<file path="config.mk">
export PLATFORM = sky130hd
export DESIGN_NAME = posit_add
export DESIGN_NICKNAME = d
export VERILOG_FILES = /design/src/rtl/posit_add.sv
export SDC_FILE = /design/constraint.sdc
export NUM_CORES = 2
export LEC_CHECK = 0
export CAP_MARGIN = 20
export CORE_MARGIN = 4
export CORE_UTILIZATION = 24
export CTS_BUF_LIST = sky130_fd_sc_hd__clkbuf_2
export CTS_CLUSTER_DIAMETER = 30
export DETAILED_ROUTE_END_ITERATION = 12
export GPL_TIMING_DRIVEN = 0
export HOLD_SLACK_MARGIN = 0.03
export PLACE_DENSITY_LB_ADDON = 0.1
export RECOVER_POWER = 25
export SLEW_MARGIN = 20
export SYNTH_ARGS = -nofsm -noshare
export SYNTH_HDL_FRONTEND = slang
export SYNTH_SLANG_ARGS = --single-unit
</file>
<file path="constraint.sdc">
create_clock -name clk -period 89.9 [get_ports clk]
set_input_delay 22.475 -clock clk [delete_from_list [all_inputs] [get_ports clk]]
set_output_delay 22.475 -clock clk [all_outputs]
set_load 0.01 [all_outputs]
</file>
<file path="src/rtl/posit_add.sv">
`default_nettype none
// ============================================================================
//  Module      : posit_add
//  Description : Registered posit adder, out = in1 + in2, rounded to nearest
//                with ties to even. Combinational decode / align / add /
//                normalize / encode followed by one output register stage.
//  Revision    : 1.0 - initial release
// ============================================================================
module posit_add #(
  parameter int N  = 32,
  parameter int es = 2
) (
  input  logic         clk,
  input  logic         rst,
  input  logic [N-1:0] in1,
  input  logic [N-1:0] in2,
  input  logic         start,
  output logic [N-1:0] out,
  output logic         inf,
  output logic         zero,
  output logic         done
);

  localparam int Bs  = $clog2(N);       // width of regime / shift counts
  localparam int NM1 = N - 1;
  localparam int SW  = es + Bs + 4;     // signed scale width with headroom
  localparam int DW  = 2 * N;           // aligned mantissa field width
  localparam int FW  = DW + 1;          // aligned field plus carry
  localparam int TW  = 4 * N;           // encode string width

  localparam logic [N-1:0]         c_nar    = {1'b1, {(N-1){1'b0}}};
  localparam logic [N-1:0]         c_maxpos = {1'b0, {(N-1){1'b1}}};
  localparam logic [N-1:0]         c_minpos = {{(N-1){1'b0}}, 1'b1};
  localparam logic signed [SW-1:0] c_dmax   = SW'(DW);
  localparam logic signed [SW-1:0] c_kmax   = SW'(N - 2);
  localparam logic signed [SW-1:0] c_kmin   = SW'(2 - N);
  localparam logic [SW-1:0]        c_emask  = SW'((1 << es) - 1);

  // Number of leading zeros in v (N-1 when v is all zeros).
  function automatic logic [Bs-1:0] lzc(input logic [NM1-1:0] v);
    logic [Bs-1:0] cnt;
    logic          found;
    cnt   = '0;
    found = 1'b0;
    for (int i = NM1 - 1; i >= 0; i--) begin
      if (!found) begin
        if (v[i]) found = 1'b1;
        else      cnt = cnt + 1'b1;
      end
    end
    return cnt;
  endfunction

  // Bit index of the most significant one (0 when v is zero).
  function automatic int lead_pos(input logic [FW-1:0] v);
    int p;
    p = 0;
    for (int i = 0; i < FW; i++) begin
      if (v[i]) p = i;
    end
    return p;
  endfunction

  // Split a posit into sign, signed scale and mantissa with hidden one at MSB.
  function automatic void decode(input  logic [N-1:0]         x,
                                 output logic                 sgn,
                                 output logic signed [SW-1:0] scl,
                                 output logic [N-1:0]         mnt);
    logic [NM1-1:0]       body;
    logic [NM1-1:0]       rem;
    logic [NM1-1:0]       frac;
    logic [Bs-1:0]        run;
    logic signed [SW-1:0] k;
    logic signed [SW-1:0] ex;
    sgn  = x[N-1];
    body = NM1'(sgn ? (~x + 1'b1) : x);
    run  = lzc(body[NM1-1] ? ~body : body);
    // drop the regime run and its terminating bit; absent bits read as zero
    rem  = body << (int'(run) + 1);
    ex   = SW'(rem >> (NM1 - es));
    frac = rem << es;
    mnt  = {1'b1, frac};
    k    = body[NM1-1] ? (SW'(run) - SW'(1)) : (SW'(0) - SW'(run));
    scl  = (k <<< es) + ex;
  endfunction

  logic                 w_sa, w_sb;
  logic signed [SW-1:0] w_ea, w_eb;
  logic [N-1:0]         w_ma, w_mb;

  // Operand decode.
  always_comb begin
    decode(in1, w_sa, w_ea, w_ma);
    decode(in2, w_sb, w_eb, w_mb);
  end

  logic                 w_a_big, w_bsgn, w_same;
  logic signed [SW-1:0] w_ebig, w_diff, w_e, w_k;
  logic [N-1:0]         w_mbig, w_msml;
  int                   w_sh, w_p, w_kk, w_rlen;
  logic [TW-1:0]        w_wide, w_rbits, w_ef, w_t;
  logic [DW-1:0]        w_sal, w_frac;
  logic [FW-1:0]        w_big_al, w_sml_al, w_sum;
  logic [SW-1:0]        w_expo;
  logic                 w_stk, w_guard, w_stk2, w_rnd;
  logic [N-1:0]         w_mag, w_smag, w_out;
  logic                 w_inf, w_zero;

  // Align, add/subtract, normalize, encode with rounding and saturation.
  always_comb begin
    w_a_big = (w_ea > w_eb) || ((w_ea == w_eb) && (w_ma >= w_mb));
    w_bsgn  = w_a_big ? w_sa : w_sb;
    w_same  = (w_sa == w_sb);
    w_ebig  = w_a_big ? w_ea : w_eb;
    w_mbig  = w_a_big ? w_ma : w_mb;
    w_msml  = w_a_big ? w_mb : w_ma;
    w_diff  = w_a_big ? (w_ea - w_eb) : (w_eb - w_ea);
    w_sh    = (w_diff > c_dmax) ? DW : int'(w_diff);

    // small mantissa goes into the upper half; the lower half catches sticky bits
    w_wide   = {w_msml, {(TW-N){1'b0}}} >> w_sh;
    w_sal    = w_wide[TW-1 -: DW];
    w_stk    = |w_wide[DW-1:0];
    w_big_al = {1'b0, w_mbig, {N{1'b0}}};
    w_sml_al = {1'b0, w_sal[DW-1:1], w_sal[0] | w_stk};
    w_sum    = w_same ? (w_big_al + w_sml_al) : (w_big_al - w_sml_al);

    // leading one moves to bit DW and is dropped; scale follows its position
    w_p    = lead_pos(w_sum);
    w_frac = DW'(w_sum << (DW - w_p));
    w_e    = w_ebig + SW'(w_p) - SW'(DW - 1);
    w_k    = w_e >>> es;
    w_expo = w_e & c_emask;
    w_kk   = int'(w_k);

    if (w_kk >= 0) begin
      w_rbits = ~({TW{1'b1}} >> (w_kk + 1));
      w_rlen  = w_kk + 2;
    end else begin
      w_rbits = {1'b1, {(TW-1){1'b0}}} >> (-w_kk);
      w_rlen  = 1 - w_kk;
    end
    w_ef = (TW'(w_expo) << DW) | TW'(w_frac);
    w_t  = w_rbits | ((w_ef << (DW - es)) >> w_rlen);

    w_guard = w_t[TW-N];
    w_stk2  = |w_t[TW-N-1:0];
    w_rnd   = w_guard & (w_t[TW-N+1] | w_stk2);
    w_mag   = {1'b0, w_t[TW-1 -: NM1]} + N'(w_rnd);

    if (w_k >= c_kmax)     w_smag = c_maxpos;
    else if (w_k < c_kmin) w_smag = c_minpos;
    else                   w_smag = w_mag;
    w_out = w_bsgn ? (~w_smag + 1'b1) : w_smag;

    // special operands override the arithmetic path, NaR last so it wins
    if (w_sum == '0) w_out = '0;
    if (in1 == '0)      w_out = in2;
    else if (in2 == '0) w_out = in1;
    if ((in1 == c_nar) || (in2 == c_nar)) w_out = c_nar;

    w_inf  = (w_out == c_nar);
    w_zero = (w_out == '0);
  end

  // Output register: capture on start, done pulses the cycle after.
  always_ff @(posedge clk) begin
    if (rst) begin
      out  <= '0;
      inf  <= 1'b0;
      zero <= 1'b0;
      done <= 1'b0;
    end else begin
      done <= start;
      if (start) begin
        out  <= w_out;
        inf  <= w_inf;
        zero <= w_zero;
      end
    end
  end

endmodule
`default_nettype wire

</file>
# ---- Word level (Yosys, flattened, before mapping)
# Index checks and enable logic that the tools add are counted.
dict set report classes {
  add_sub_neg 83
  n_lt_le_gt_ge 6
  n_eq_ne 5
  shift 7
  mux 326
  bitwise_logic 11
  n_reduce_logical 9
}
# op n
set ops {}
lappend ops {{two-way mux 32 bit} 72}
lappend ops {{two-way mux 5 bit} 120}
lappend ops {{adder 5 x 1 -> 5 bit (second input constant)} 60}
lappend ops {{>> shifter 128 x 32 -> 128 bit} 2}
lappend ops {{>> shifter 128 x 32 -> 128 bit (first input constant)} 2}
lappend ops {{two-way mux 31 bit} 6}
lappend ops {{two-way mux 128 bit} 1}
lappend ops {{NOT 128 bit} 1}
lappend ops {{bitwise OR 128 bit} 1}
lappend ops {{NOT 31 bit} 4}
lappend ops {{two-way mux 1 bit} 122}
lappend ops {{equality test 32 bit (second input constant)} 3}
lappend ops {{zero test 32 bit} 3}
lappend ops {{OR reduction 96 bit} 1}
lappend ops {{bitwise OR 66 x 64 -> 66 bit} 1}
lappend ops {{adder 64 x 64 -> 65 bit} 1}
lappend ops {{zero test 65 bit} 1}
lappend ops {{two-way mux 65 bit} 1}
lappend ops {{left shift 65 x 32 -> 64 bit} 1}
lappend ops {{subtractor 64 x 64 -> 65 bit} 1}
lappend ops {{OR reduction 64 bit} 1}
lappend ops {{adder 31 x 1 -> 31 bit (second input constant)} 2}
lappend ops {{left shift 31 x 6 -> 31 bit} 2}
lappend ops {{adder 31 x 1 -> 32 bit} 1}
lappend ops {{28 further kinds} 37}
dict set report totals {
  register_bits 35
  output_inout_bits 35
}

# ---- Depth between registers and ports, before layout
dict set report depth {
  word_depth 195
  mapped_depth 221
}

# ---- Worst setup path after synthesis
# No wires, ideal clock.
dict set report synth_path {
  path_kind {in2reg}
  startpoint {input port in2[10]}
  endpoint {register inf}
  setup_ns 0.101
  t_arrival_ns 61.693
  required_ns 89.799
  slack_ns 28.106
  path_stages 213
  path_buffers 20
  cell_sequence {clkbuf_1 nor4_2 and3_1 clkbuf_1 buf_2 a41oi_1 nand2_1 buf_2 buf_1 clkbuf_1 nor2_1 a22o_1 ha_1 a21o_1 ha_1 nor2_1 nor2_1 ha_1 [... 177 more ...] o2111ai_1 mux4_2 o32ai_1 a221oi_2 a221oi_2 a22o_1 inv_2 ha_1 o21ai_0 ha_1 a21boi_0 nand3_1 o211a_1 a211oi_1 o2111ai_1 or4_1 or4_1 o41ai_1}
}
dict set report synth_via {
  elab_chain_cells 195
  word_cells_on_any_way 282
}
# element line
set synth_rtl {}
lappend synth_rtl {{from (decl)} 16} ;# input logic [N-1:0] in2,
lappend synth_rtl {{parallel branches: the longest is 193 deep, another holds adder 31 x 1 -> 31 bit} n/a}
lappend synth_rtl {{two-way mux 32 bit (*)} 160} ;# if ((in1 == c_nar) || (in2 == c_nar)) w_out = c_nar;
lappend synth_rtl {{equality test 32 bit (*)} 162} ;# w_inf = (w_out == c_nar);
lappend synth_rtl {{to (signal assigned)} 177} ;# inf <= w_inf;
lappend synth_rtl {{to (decl)} 19} ;# output logic inf,
# Every way passes the cells marked *.
# A chain may end at the register's enable or synchronous reset.

# ---- Worst setup path in the final report
dict set report layout_path {
  startpoint {input port in2[0]}
  endpoint {register inf}
}
# The elaborated chain is that of the path after synthesis.

==> out/qor.yml <==
status:
  status: "finished clean"
critical_path:
  critPathRequiredTime_ns: 90.20
  max_stage_delay_ns: 0.97
  rr_worst_depth: 3
  critPathArrivalTime_ns: 80.36
  crit_type: "in2reg"
  cp_max_fo: 18
  reg2reg_to: "out[4]"
  cpMaxStageDelayCell: "nor3_2"
  reg2reg_setup_slack_ns: 89.07
  path_common_cell: "ha_1"
  start_kind: "input pin"
  end_kind: "flop"
  r2r_start: "out[4]"
timing:
  rsz0062_at_grt: "false"
  period_share_pct: 89.1
  relSlewSlack_pct: 14.1
  maxSlewViolCount: 0
  period_needed_ns: 80.06
  worst_pin_slew_ns: 1.27
  setup_viol: 0
  max_freq_ghz: 0.0125
  fin_tns_setup_ns: 0
  finalHoldViolations: 0
  skew_ns: 0
clocking:
  cts.sinks: 35
  cts_tree: "built"
  cts_hold_buf: 0
  clk_pin_slew_ns: 0.19
  cts_buffers: 5
  max-clock-path-buffers: 2
  htree_num_levels: 2
  cts-resized-gates: 0
  post-cts-setup-buffers: 0
  cts-root-buf: "clkbuf_2"
  worstSkewPairLatency_ns: 0.39
min_path:
  worstHoldEndpoint: "out[23]"
  hp-start: "out[23]"
  min_path_type: "reg2reg"
  whs_path_depth: 2
die:
  core_mm2: 0.198
  io_pins: 102
  initial_core_util_pct: 24.2
  dieArea_mm2: 0.206
  dieHeight_um: 454
  rows: 163
  die_w_um: 454
synthesis:
  yosys-top-cells-area: "nand2_1 (6.5%), nor2_1 (6.0%), a21oi_1 (5.5%)"
  synth-seq-cells: 35
  async_flop_share_pct: 0
  ys_types: 149
  synth_edf_count: 0
  syn-num-nets: 7670
  synth_ff_type: "dfxtp_1"
  yosysTopAreaCell: "nand2_1"
  synth_top_area_share_pct: 6.46
  seq_area_frac_synth_pct: 1.47
  syn_inst: 7406
  syn_area_per_cell_um2: 6.46
  yosys_warnings: 0
  synth_area_mm2: 0.0478
flow_run:
  drv_cap: 0
drt:
  wl_per_cell_um: 34.1
  drcViolationCount: 0
  drtAntennaViolNets: 0
  drtPass1Iterations: 8
  viasPerCell: 6.51
  wirelength_um: 347000
  drt_iter0_drc: 8779
  vias: 66162
place:
  place_hpwl_um: 288000
  post_dp_cell_area_mm2: 0.0523
  port_buffers: 70
  place.gp.congestion: 1.03
global_route:
  grtUsageTotal_pct: 31.6
  first_global_vias: 60892
  grt_pass1_wl_um: 482000
  grt_overflow: 0
  antenna_found_initial: 11
  grt_max_degree: 19
finish:
  final_cell_mix: "nand2_1 (823), nor2_1 (763), a21oi_1 (528)"
  final_common_cell: "nand2_1"
  fin_area_mm2: 0.0524
  fin_nets: 7775
  drive_above_1_share_pct: 6.92
  layout-area-overhead-vs-synth_pct: 9.70
-- worst max-delay path by stage --
stage	start	slack, ns	to	cells past startpoint
after global routing	in2[0]	7.77	inf	213
after CTS	in2[0]	10.81	zero	213
after floorplan	in2[10]	28.11	inf	213
after detailed placement	in2[0]	10.61	inf	213
after global placement	in2[0]	8.92	inf	206
final	in2[0]	9.84	inf	213
-- flip-flops by register name (all words and copies together) (netlist names) --
register,flops
zero,1
done,1
out,32
inf,1
-- per-layer routing --
metal / wire length (um) / part of all wire, % / GRT usage [%]
met1: 155000 / 45 / 45.1
met2: 147000 / 43 / 48.8
met3: 31300 / 9.0 / 4.98
met4: 12700 / 3.7 / 8.85
met5: 64 / 0.018 / 0
-- area by class of cell --
| class | instances | area [um2] |
|---|---|---|
| Inverter | 220 | 826 |
| Tap cell | 2640 | 3300 |
| Timing Repair Buffer | 98 | 902 |
| Buffer | 519 | 2200 |
| Fill cell | 22474 | 145000 |
| Antenna cell | 4 | 10.0 |
| Multi-Input combinational cell | 6632 | 44400 |
| Clock buffer | 6 | 30.0 |
| Sequential cell | 35 | 701 |
| Clock inverter | 2 | 60.1 |
-- stage by stage --
stage | hold WS, ns | instances | setup slack [ns] | util (%)
final | 0.479 | 10156 | 9.84 | 26.5
after global routing | 0.500 | 10152 | 7.77 | 26.5
after CTS | 0.482 | 10149 | 10.81 | 26.5
after detailed placement | 0.458 | 10141 | 10.61 | 26.5
after global placement | 0.462 | 10116 | 8.92 | 26.2
after floorplan | 0.476 | 7406 | 28.11 | -
-- kinds of logic after synthesis --
| group | after synthesis | share of synthesized area [%] |
|---|---|---|
| simple gates | 3048 | 31.3 |
| compound gates | 2627 | 38.9 |
| buf+inv | 739 | 6.33 |
| xor+xnor | 393 | 7.96 |
| mux | 357 | 8.64 |
| fa+ha+maj | 207 | 5.43 |
| flops | 35 | 1.47 |
-- Yosys cell counts (all sizes together), types with 42 or more instances --
cell type and n:
a2111oi 47, a211o 43, a211oi 100, a21o 93
a21oi 530, a221oi 57, a22oi 48, a31oi 124
a32oi 53, and2 115, and3 70, buf 149
clkbuf 370, ha 193, inv 216, mux2 83
mux2i 239, nand2 824, nand2b 78, nand3 285
nand4 120, nor2 774, nor2b 60, nor3 282
nor4 140, o211ai 96, o21a 60, o21ai 555
o21bai 45, o221ai 42, o22ai 64, o31ai 86
or2 55, or3 91, or4 42, xnor2 264
xor2 109
-- worst max-delay path: cells and delay by family --
family,cells,cell delay [ns]
muxes,15,4.15
AOI/OAI and AO/OA,80,19.19
buffers and inverters,29,11.05
xor gates and xnor gates,5,1.54
adders and majority gates,33,10.22
and+or+nand+nor,51,11.61
Power is left out: the tool's default activity adds up to more than one toggle a clock period on the data nets, which glitch-free logic cannot reach.
